`config.mk`:
```
export PLATFORM = sky130hd
export DESIGN_NAME = imem_loader_flat
export DESIGN_NICKNAME = d
export VERILOG_FILES = /design/src/rtl/imem_loader_if.sv /design/src/rtl/imem_loader.sv /design/src/flat_wrapper.sv
export SDC_FILE = /design/constraint.sdc
export NUM_CORES = 1
export LEC_CHECK = 0
export BUFFER_PORTS_ARGS = -buffer_cell sky130_fd_sc_hd__buf_2
export CAP_MARGIN = 20
export CORE_MARGIN = 2
export CORE_UTILIZATION = 56
export CTS_CLUSTER_SIZE = 14
export DETAILED_ROUTE_END_ITERATION = 7
export PLACE_DENSITY = 0.77
export SLEW_MARGIN = 30
export SYNTH_ARGS = -nofsm -noshare
export SYNTH_HDL_FRONTEND = slang
export SYNTH_SLANG_ARGS = --single-unit
```
`constraint.sdc`:
```
create_clock -name clk -period 2.9 [get_ports clk]
set_clock_uncertainty 0.1 [all_clocks]
set_input_delay 0.29 -clock clk [delete_from_list [all_inputs] [get_ports clk]]
set_output_delay 0.29 -clock clk [all_outputs]
set_load 0.01 [all_outputs]
```
`src/rtl/imem_loader_if.sv`:
```
// Byte-stream, instruction-memory write and status signals of the program loader.
// The slave view belongs to the loader; the master view belongs to the stream source and observer.
interface imem_loader_if;
   logic [7:0]  in_data;
   logic        in_valid;
   logic        in_ready;
   logic        start;
   logic        imem_we;
   logic [31:0] imem_addr;
   logic [31:0] imem_wdata;
   logic        cpu_hold;
   logic        done;
   logic        error;
   logic [15:0] words_loaded;

   modport slave (
      input  in_data, in_valid, start,
      output in_ready, imem_we, imem_addr, imem_wdata,
      output cpu_hold, done, error, words_loaded
   );

   modport master (
      output in_data, in_valid, start,
      input  in_ready, imem_we, imem_addr, imem_wdata,
      input  cpu_hold, done, error, words_loaded
   );
endinterface

```
`src/rtl/imem_loader.sv`:
```
// Program loader: assembles a checksummed little-endian byte stream into 32-bit words,
// writes them to instruction memory and keeps the core in reset until the load verifies.
module imem_loader #(
   parameter int unsigned DEPTH_WORDS = 64,
   parameter logic [31:0] BASE_ADDR   = 32'h0000_0000
) (
   input  logic          clk,
   input  logic          areset,
   imem_loader_if.slave  bus
);

   typedef enum logic [2:0] {
      S_HDR_LO,
      S_HDR_HI,
      S_LOAD,
      S_CHK,
      S_DONE,
      S_ERR
   } state_t;

   state_t      r_state;
   logic [15:0] r_count;
   logic [7:0]  r_csum;
   logic [1:0]  r_bcnt;
   logic [23:0] r_word;
   logic        r_ready;
   logic        r_we;
   logic [31:0] r_addr;
   logic [31:0] r_wdata;
   logic        r_hold;
   logic        r_done;
   logic        r_err;
   logic [15:0] r_words;

   logic        w_acc;
   logic [15:0] w_count_full;
   logic [7:0]  w_csum_nxt;
   logic [15:0] w_words_nxt;
   logic [31:0] w_addr_nxt;

   assign w_acc        = bus.in_valid & r_ready;
   assign w_count_full = {bus.in_data, r_count[7:0]};
   assign w_csum_nxt   = r_csum ^ bus.in_data;
   assign w_words_nxt  = r_words + 16'd1;
   assign w_addr_nxt   = BASE_ADDR + 32'({r_words, 2'b00});

   assign bus.in_ready     = r_ready;
   assign bus.imem_we      = r_we;
   assign bus.imem_addr    = r_addr;
   assign bus.imem_wdata   = r_wdata;
   assign bus.cpu_hold     = r_hold;
   assign bus.done         = r_done;
   assign bus.error        = r_err;
   assign bus.words_loaded = r_words;

   // Load sequencer; in_ready is high exactly in the states that consume bytes.
   always_ff @(posedge clk or negedge areset) begin
      if (!areset) begin
         r_state <= S_HDR_LO;
         r_count <= 16'd0;
         r_csum  <= 8'd0;
         r_bcnt  <= 2'd0;
         r_word  <= 24'd0;
         r_ready <= 1'b1;
         r_we    <= 1'b0;
         r_addr  <= BASE_ADDR;
         r_wdata <= 32'd0;
         r_hold  <= 1'b1;
         r_done  <= 1'b0;
         r_err   <= 1'b0;
         r_words <= 16'd0;
      end else begin
         r_we <= 1'b0;
         case (r_state)
            S_HDR_LO: begin
               if (w_acc) begin
                  r_count[7:0] <= bus.in_data;
                  r_csum       <= w_csum_nxt;
                  r_state      <= S_HDR_HI;
               end
            end
            S_HDR_HI: begin
               if (w_acc) begin
                  r_count[15:8] <= bus.in_data;
                  r_csum        <= w_csum_nxt;
                  if (32'(w_count_full) > DEPTH_WORDS) begin
                     r_state <= S_ERR;
                     r_ready <= 1'b0;
                     r_err   <= 1'b1;
                  end else if (w_count_full == 16'd0) begin
                     r_state <= S_CHK;
                  end else begin
                     r_state <= S_LOAD;
                  end
               end
            end
            S_LOAD: begin
               if (w_acc) begin
                  r_csum <= w_csum_nxt;
                  r_bcnt <= r_bcnt + 2'd1;
                  case (r_bcnt)
                     2'd0: r_word[7:0]   <= bus.in_data;
                     2'd1: r_word[15:8]  <= bus.in_data;
                     2'd2: r_word[23:16] <= bus.in_data;
                     default: begin
                        r_wdata <= {bus.in_data, r_word};
                        r_addr  <= w_addr_nxt;
                        r_we    <= 1'b1;
                        r_words <= w_words_nxt;
                        if (w_words_nxt == r_count) r_state <= S_CHK;
                     end
                  endcase
               end
            end
            S_CHK: begin
               if (w_acc) begin
                  r_ready <= 1'b0;
                  if (bus.in_data == r_csum) begin
                     r_state <= S_DONE;
                     r_done  <= 1'b1;
                     r_hold  <= 1'b0;
                  end else begin
                     r_state <= S_ERR;
                     r_err   <= 1'b1;
                  end
               end
            end
            S_DONE, S_ERR: begin
               // Restart keeps memory contents; only loader bookkeeping is cleared.
               if (bus.start) begin
                  r_state <= S_HDR_LO;
                  r_csum  <= 8'd0;
                  r_bcnt  <= 2'd0;
                  r_words <= 16'd0;
                  r_done  <= 1'b0;
                  r_err   <= 1'b0;
                  r_hold  <= 1'b1;
                  r_ready <= 1'b1;
               end
            end
            default: r_state <= S_HDR_LO;
         endcase
      end
   end

endmodule

```
`src/flat_wrapper.sv`:
```
// flat-port wrapper written by rule: the top's interface ports become plain ports
module imem_loader_flat 
#(
   parameter int unsigned DEPTH_WORDS = 64,
   parameter logic [31:0] BASE_ADDR   = 32'h0000_0000
)
  (clk, areset, bus_in_data, bus_in_valid, bus_start, bus_in_ready, bus_imem_we, bus_imem_addr, bus_imem_wdata, bus_cpu_hold, bus_done, bus_error, bus_words_loaded);
  imem_loader_if bus_i ();
  input  logic clk;
  input  logic areset;
  input wire logic [$bits(bus_i.in_data)-1:0] bus_in_data;
  input wire logic [$bits(bus_i.in_valid)-1:0] bus_in_valid;
  input wire logic [$bits(bus_i.start)-1:0] bus_start;
  output wire logic [$bits(bus_i.in_ready)-1:0] bus_in_ready;
  output wire logic [$bits(bus_i.imem_we)-1:0] bus_imem_we;
  output wire logic [$bits(bus_i.imem_addr)-1:0] bus_imem_addr;
  output wire logic [$bits(bus_i.imem_wdata)-1:0] bus_imem_wdata;
  output wire logic [$bits(bus_i.cpu_hold)-1:0] bus_cpu_hold;
  output wire logic [$bits(bus_i.done)-1:0] bus_done;
  output wire logic [$bits(bus_i.error)-1:0] bus_error;
  output wire logic [$bits(bus_i.words_loaded)-1:0] bus_words_loaded;
  assign bus_i.in_data = bus_in_data;
  assign bus_i.in_valid = bus_in_valid;
  assign bus_i.start = bus_start;
  assign bus_in_ready = bus_i.in_ready;
  assign bus_imem_we = bus_i.imem_we;
  assign bus_imem_addr = bus_i.imem_addr;
  assign bus_imem_wdata = bus_i.imem_wdata;
  assign bus_cpu_hold = bus_i.cpu_hold;
  assign bus_done = bus_i.done;
  assign bus_error = bus_i.error;
  assign bus_words_loaded = bus_i.words_loaded;
  imem_loader #(.DEPTH_WORDS(DEPTH_WORDS), .BASE_ADDR(BASE_ADDR)) u_core (.clk(clk), .areset(areset), .bus(bus_i));
endmodule
```
---- Word level (Yosys, flattened, before mapping) ----
Index checks and enable logic that the tools add are counted.
cells by class
  add/sub/neg operators ................... 2
  multiply operators ...................... 0
  divide/modulo/power cells ............... 0
  order comparisons ....................... 1
  equality and inequality tests ........... 20
  shifts and indexed selects .............. 0
  mux-type cells .......................... 41
  bitwise operators ....................... 3
  reductions and logical operators ........ 23
operators by type and width
  kind                     count
  $mux W16                 3
  $pmux W16 S2             1
  $mux W3                  8
  $mux W1                  18
  $reduce_and A3 Y1        6
  $add A16 B1 Y16 const B  1
  $eq A16 B16 Y1           1
  $gt A16 B7 Y1 const B    1
  $logic_not A16 Y1        1
  $mux W8                  2
  $ne A2 B1 Y1 const B     8
  $pmux W8 S2              1
  $pmux W3 S5              1
  $eq A8 B8 Y1             1
  $reduce_and A4 Y1        2
  $xor A8 B8 Y8            1
  $reduce_and A7 Y1        1
  $eq A3 B2 Y1 const B     2
  $eq A3 B3 Y1 const B     2
  $ne A2 B2 Y1 const B     3
  $pmux W1 S3              2
  $reduce_and A6 Y1        1
  $reduce_bool A2 Y1       3
  $reduce_or A3 Y1         2
  15 further kinds         18
storage, ports and cells
  register bits after elaboration ......... 122
  latch bits .............................. 0
  RAM bits ................................ 0
  ROM bits ................................ 0
  bits of input ports ..................... 12
  word-level logic and storage cells ...... 106
  memories ................................ 0

---- Longest topological paths before layout ----
  depth after elaboration ................. 6
  gate-level depth with buffers ........... 8

---- Least setup slack after synthesis ----
Ideal clock, no wire load.
  path type ............................... register -> register
  from .................................... register u_core.r_words[0] (netlist: u_core.bus.words_loaded[0])
  to ...................................... register u_core.r_state[0]
  setup time .............................. 0.095 ns
  arrival ................................. 1.895 ns
  data required time ...................... 2.705 ns
  slack ................................... 0.810 ns
  stages on the path, launching flop included .. 8
  buffers on the path ..................... 0
  period minus slack after synthesis ...... 2.090 ns
  cell sequence ........................... dfrtp_1 > ha_1 > nand3_1 > nor3_1 > xor2_1 > o221ai_1 > a21oi_1 > o31ai_1
between the ends
  longest elaborated chain between the ends .. 4
ends and longest elaborated chain
  what                         RTL line            source
  start, declared              imem_loader.sv:33   logic [15:0] r_words;
  start signal, assigned       imem_loader.sv:109  r_words <= w_words_nxt;
  $add A16 B1 Y16              imem_loader.sv:44   assign w_words_nxt = r_words + 16'd1;
  $eq A16 B16 Y1               imem_loader.sv:110  if (w_words_nxt == r_count) r_state <= S_CHK;
  $ne A2 B1 Y1 (no line)       -
  $reduce_and A7 Y1 (no line)  -
  end signal, assigned         imem_loader.sv:110
  end signal, assigned         imem_loader.sv:119  r_state <= S_DONE;
  end signal, assigned         imem_loader.sv:123  r_state <= S_ERR;
  end, declared                imem_loader.sv:21   state_t r_state;
No other way between the ends.
A chain may end at the register's enable or synchronous reset.

---- Worst setup path in the final report ----
Ends and elaborated chain as after synthesis.

==> impl_metrics.csv <==
group,metric,value,unit
setup_path,worstPathRequired,3220,ps
sta,final.period_utilization,83.28,%
route,vias_per_cell,5.559,
final_layout,nFillCells,776,
power_and_ir_drop,p_per_area,746.3,mW/mm^2
synthesis,synth_cells,592,
power_and_ir_drop,p_clk_share,42.5,%
power_and_ir_drop,combPwrFrac,16.3,%
synthesis,synthMuxAreaShare,8.355,%
sta,relSlewSlack,51.78,%
sta,setup_tns,0,ps
clock_network,cts_max_level,4,
floorplan,dieArea,0.01112,sq mm
setup_path,path_cells,"ha_1 > nand3_1 > nor3_1 > xor2_1 > o221ai_1 > a21oi_1 > o31ai_1",
place,placed_cells,775,
route,drtIter0Drc,377,
floorplan,core_region_area,0.01014,sq mm
clock_network,cts_tree,"built",
final_layout,layout-drive-gt1-share,25.52,%
synthesis,synth_top_family_by_area,"simple AND/OR/NAND/NOR gates",
sta,timing.hold.ws,20.49,ps
power_and_ir_drop,internal-power,3690,uW
floorplan,chipWidth,105.5,um
power_and_ir_drop,seqPwrFrac,41.3,%
final_layout,area_growth,18.12,%
final_layout,diodes,0,
place,io_buffers,80,
setup_path,reg2reg_depth,7,
synthesis,synthAdderAreaFrac,1.085,%
setup_path,end_kind,"flop",
synthesis,syn_avg_cell_area,9.739,sq um
min_path,hp-class,"in2reg",
power_and_ir_drop,peakVddDrop,0.0004246,V
synthesis,ys_ff_latch,122,
sta,fmax,0.4141,GHz
place,hpwl,8485,um
grt,grt_max_degree,70,
floorplan,die_h,105.5,um
run,drv_cap,0,
floorplan,rows,37,
final_layout,register_area,0.003055,sq mm
setup_path,rr_endpoint,"u_core.r_state[0]",
synthesis,seq_area_frac_synth,52.99,%
sta,rsz0062_at_grt,"false",
route,first_pass_iters,5,
clock_network,post_cts_resize_count,0,
power_and_ir_drop,p_leak,0.003576,uW
setup_path,r2r_slack,480,ps
grt,grt_pass1_wl,22180,um
synthesis,synth_simple_gate_area_share,20.03,%
grt,track_usage,25.71,%
route,wire_per_inst,16.47,um
sta,fin_ws,484.9,ps
place,routabilityCongestion,0.8960,
final_layout,multiInputGateArea,0.002479,sq mm
final_layout,final_cell_area,0.006810,sq mm
clock_network,clockRootBuffer,"clkbuf_8",
grt,antenna_found_initial,0,
route,drtAntennaViolNets,0,
sta,max_slew.worst_pin.slew,723.3,ps
sta,min_period,2415,ps
setup_path,critPathArrivalTime,2740,ps
floorplan,io_pins,97,
clock_network,cts.clk_slew.worst_paths,60,ps
final_layout,stdcell_count,810,
route,routed_wirelength,13340,um
setup_path,crit_path_start_kind,"flop",
synthesis,synth_compound_area_share,7.465,%
power_and_ir_drop,switching_share,27.39,%
synthesis,synth-xor-area-share,4.861,%
setup_path,cp_max_fo,9,
place,dpl-instance-area,0.006165,sq mm
sta,finalSetupViolCount,0,
clock_network,cts_sinks,122,
grt,grt_overflow_total,0,
floorplan,initial_utilization,56.87,%
setup_path,timing.rr.start,"u_core.bus.words_loaded[0]",
synthesis,syn_area,0.005766,sq mm
setup_path,slowest_delay,520,ps
sta,drv_slew,0,
route,drc,0,
clock_network,cts_buffers,17,
synthesis,synthDistinctLibCells,44,
grt,first_global_vias,4418,
sta,hold_viol,0,
place,pre_cts_ws,486.9,ps
setup_path,endpoint,"u_core.r_state[0]",
clock_network,cts_setup_buffers,0,
synthesis,yosys_warnings,0,
power_and_ir_drop,p_sw,1392,uW
clock_network,clock_latency,520,ps
route,vias,4503,
setup_path,cp-startpoint,"u_core.bus.words_loaded[0]",
setup_path,crit_slowest_cell,"dfrtp_1",
outcome,outcome,"finished clean",
setup_path,critical_path_class,"reg2reg",
final_layout,nets,678,
clock_network,cts.path.max_buffers,2,
## synth_stat cells, drive strengths merged
| cell | count | share of area, % |
|---|---|---|
| nand3 | 14 | 1.2 |
| and2 | 3 | 0.33 |
| nor3b | 1 | 0.13 |
| o41ai | 1 | 0.15 |
| o221ai | 1 | 0.15 |
| nor4 | 8 | 1.5 |
| xnor2 | 17 | 2.6 |
| o31ai | 11 | 1.4 |
| and4 | 3 | 0.46 |
| nand4 | 6 | 1.1 |
| dfstp | 2 | 0.91 |
| nor3 | 6 | 0.52 |
| a2bb2oi | 1 | 0.15 |
| a21oi | 17 | 1.5 |
| conb | 1 | 0.065 |
| a31oi | 2 | 0.22 |
| xor2 | 15 | 2.3 |
| mux2i | 2 | 0.35 |
| a211o | 1 | 0.15 |
| nor2 | 20 | 1.3 |
| nor2b | 2 | 0.22 |
| or3 | 1 | 0.11 |
| buf | 34 | 3.7 |
| nand2b | 3 | 0.33 |
| dfrtp | 120 | 52 |
| and3 | 2 | 0.22 |
| clkbuf | 19 | 1.2 |
| a211oi | 2 | 0.26 |
| and4bb | 1 | 0.22 |
| ha | 5 | 1.1 |
| nand2 | 186 | 12 |
| o21ai | 37 | 3.2 |
| inv | 3 | 0.20 |
| or2 | 2 | 0.22 |
| o21a | 2 | 0.26 |
| mux2 | 41 | 8.0 |
## layout make-up
cell class                      instances  area share [%]
Sequential cell                       122           44.86
Multi-Input combinational cell        429           36.40
Timing Repair Buffer                   88           7.092
Clock buffer                           22           6.945
Tap cell                              136           2.499
Clock inverter                         10           2.039
Inverter                                3          0.1654
## stage by stage
step,utilization [%],power [uW]
floorplan,-,2702
global placement,60.80,2877
detailed placement,60.80,2919
CTS,67.14,5099
global route,67.17,5306
finish,67.17,5082
## sequential cells by signal (all words and copies together) (netlist names)
signal                   flops
u_core.bus.imem_wdata       32
u_core.r_word               24
u_core.bus.imem_addr        16
u_core.bus.words_loaded     16
u_core.r_count              16
u_core.r_csum                8
u_core.r_state               3
u_core.r_bcnt                2
u_core.bus.cpu_hold          1
u_core.bus.done              1
u_core.bus.error             1
u_core.bus.imem_we           1
u_core.bus.in_ready          1
## per-layer routing
metal | global-route usage, % | share of wire (%)
met5 | 0 | 0
met4 | 12.00 | 2.0
met3 | 6.432 | 6.2
met2 | 40.14 | 48
met1 | 33.86 | 43
## worst min-delay path by stage
stage,startpoint,end,slack [ps],cells past startpoint
global route,bus_in_data[3],u_core.bus.imem_wdata[27],10,3
detailed placement,areset,u_core.bus.imem_addr[3],140,1
finish,bus_in_data[4],u_core.bus.imem_wdata[28],20,3
floorplan,areset,u_core.bus.done,-110,0
global placement,areset,u_core.bus.imem_we,140,1
CTS,bus_in_data[4],u_core.bus.imem_wdata[28],5,3
## power by group through the flow
stage / logic, uW / registers (uW) / clock network, uW
2_1_floorplan: 627 / 2080 / 0
5_1_grt: 917 / 2120 / 2270
3_3_place_gp: 778 / 2100 / 0
4_1_cts: 825 / 2090 / 2180
6_report: 827 / 2100 / 2160
3_5_place_dp: 803 / 2120 / 0
## timing repair
item                                    in CTS  in global routing
endpoints found under the hold margin       87                  0
hold buffers                                 3                  0
endpoints found under the setup margin       0                  0
## critical path, delay by kind of cell, from the launching register on
family	cells	cell delay, ps
adders and majority gates	1	310
AOI/OAI and AO/OA	3	530
and+or+nand+nor	2	710
DFF	1	520
xor gates and xnor gates	1	130
## cells in the final DEF, fill, tap and decap left out, types with 5 or more instances in the layout
cell type,count
nand2_1,186
dfrtp_1,120
buf_2,79
mux2_2,41
o21ai_0,37
nor2_1,19
xnor2_1,17
a21oi_1,16
conb_1,16
clkbuf_16,16
xor2_1,15
nand3_1,13
o31ai_1,11
nor3_1,6
nor4_1,5
ha_1,5
clkbuf_8,5
buf_4,5
## cell families after synthesis
group,after synthesis
buffers and inverters,56
other,1
and+or+nand+nor,258
adders and majority gates,5
xor gates and xnor gates,32
DFF,122
muxes,43
AOI/OAI and AO/OA,75
Note: power is estimated with default switching activity, not from simulation.
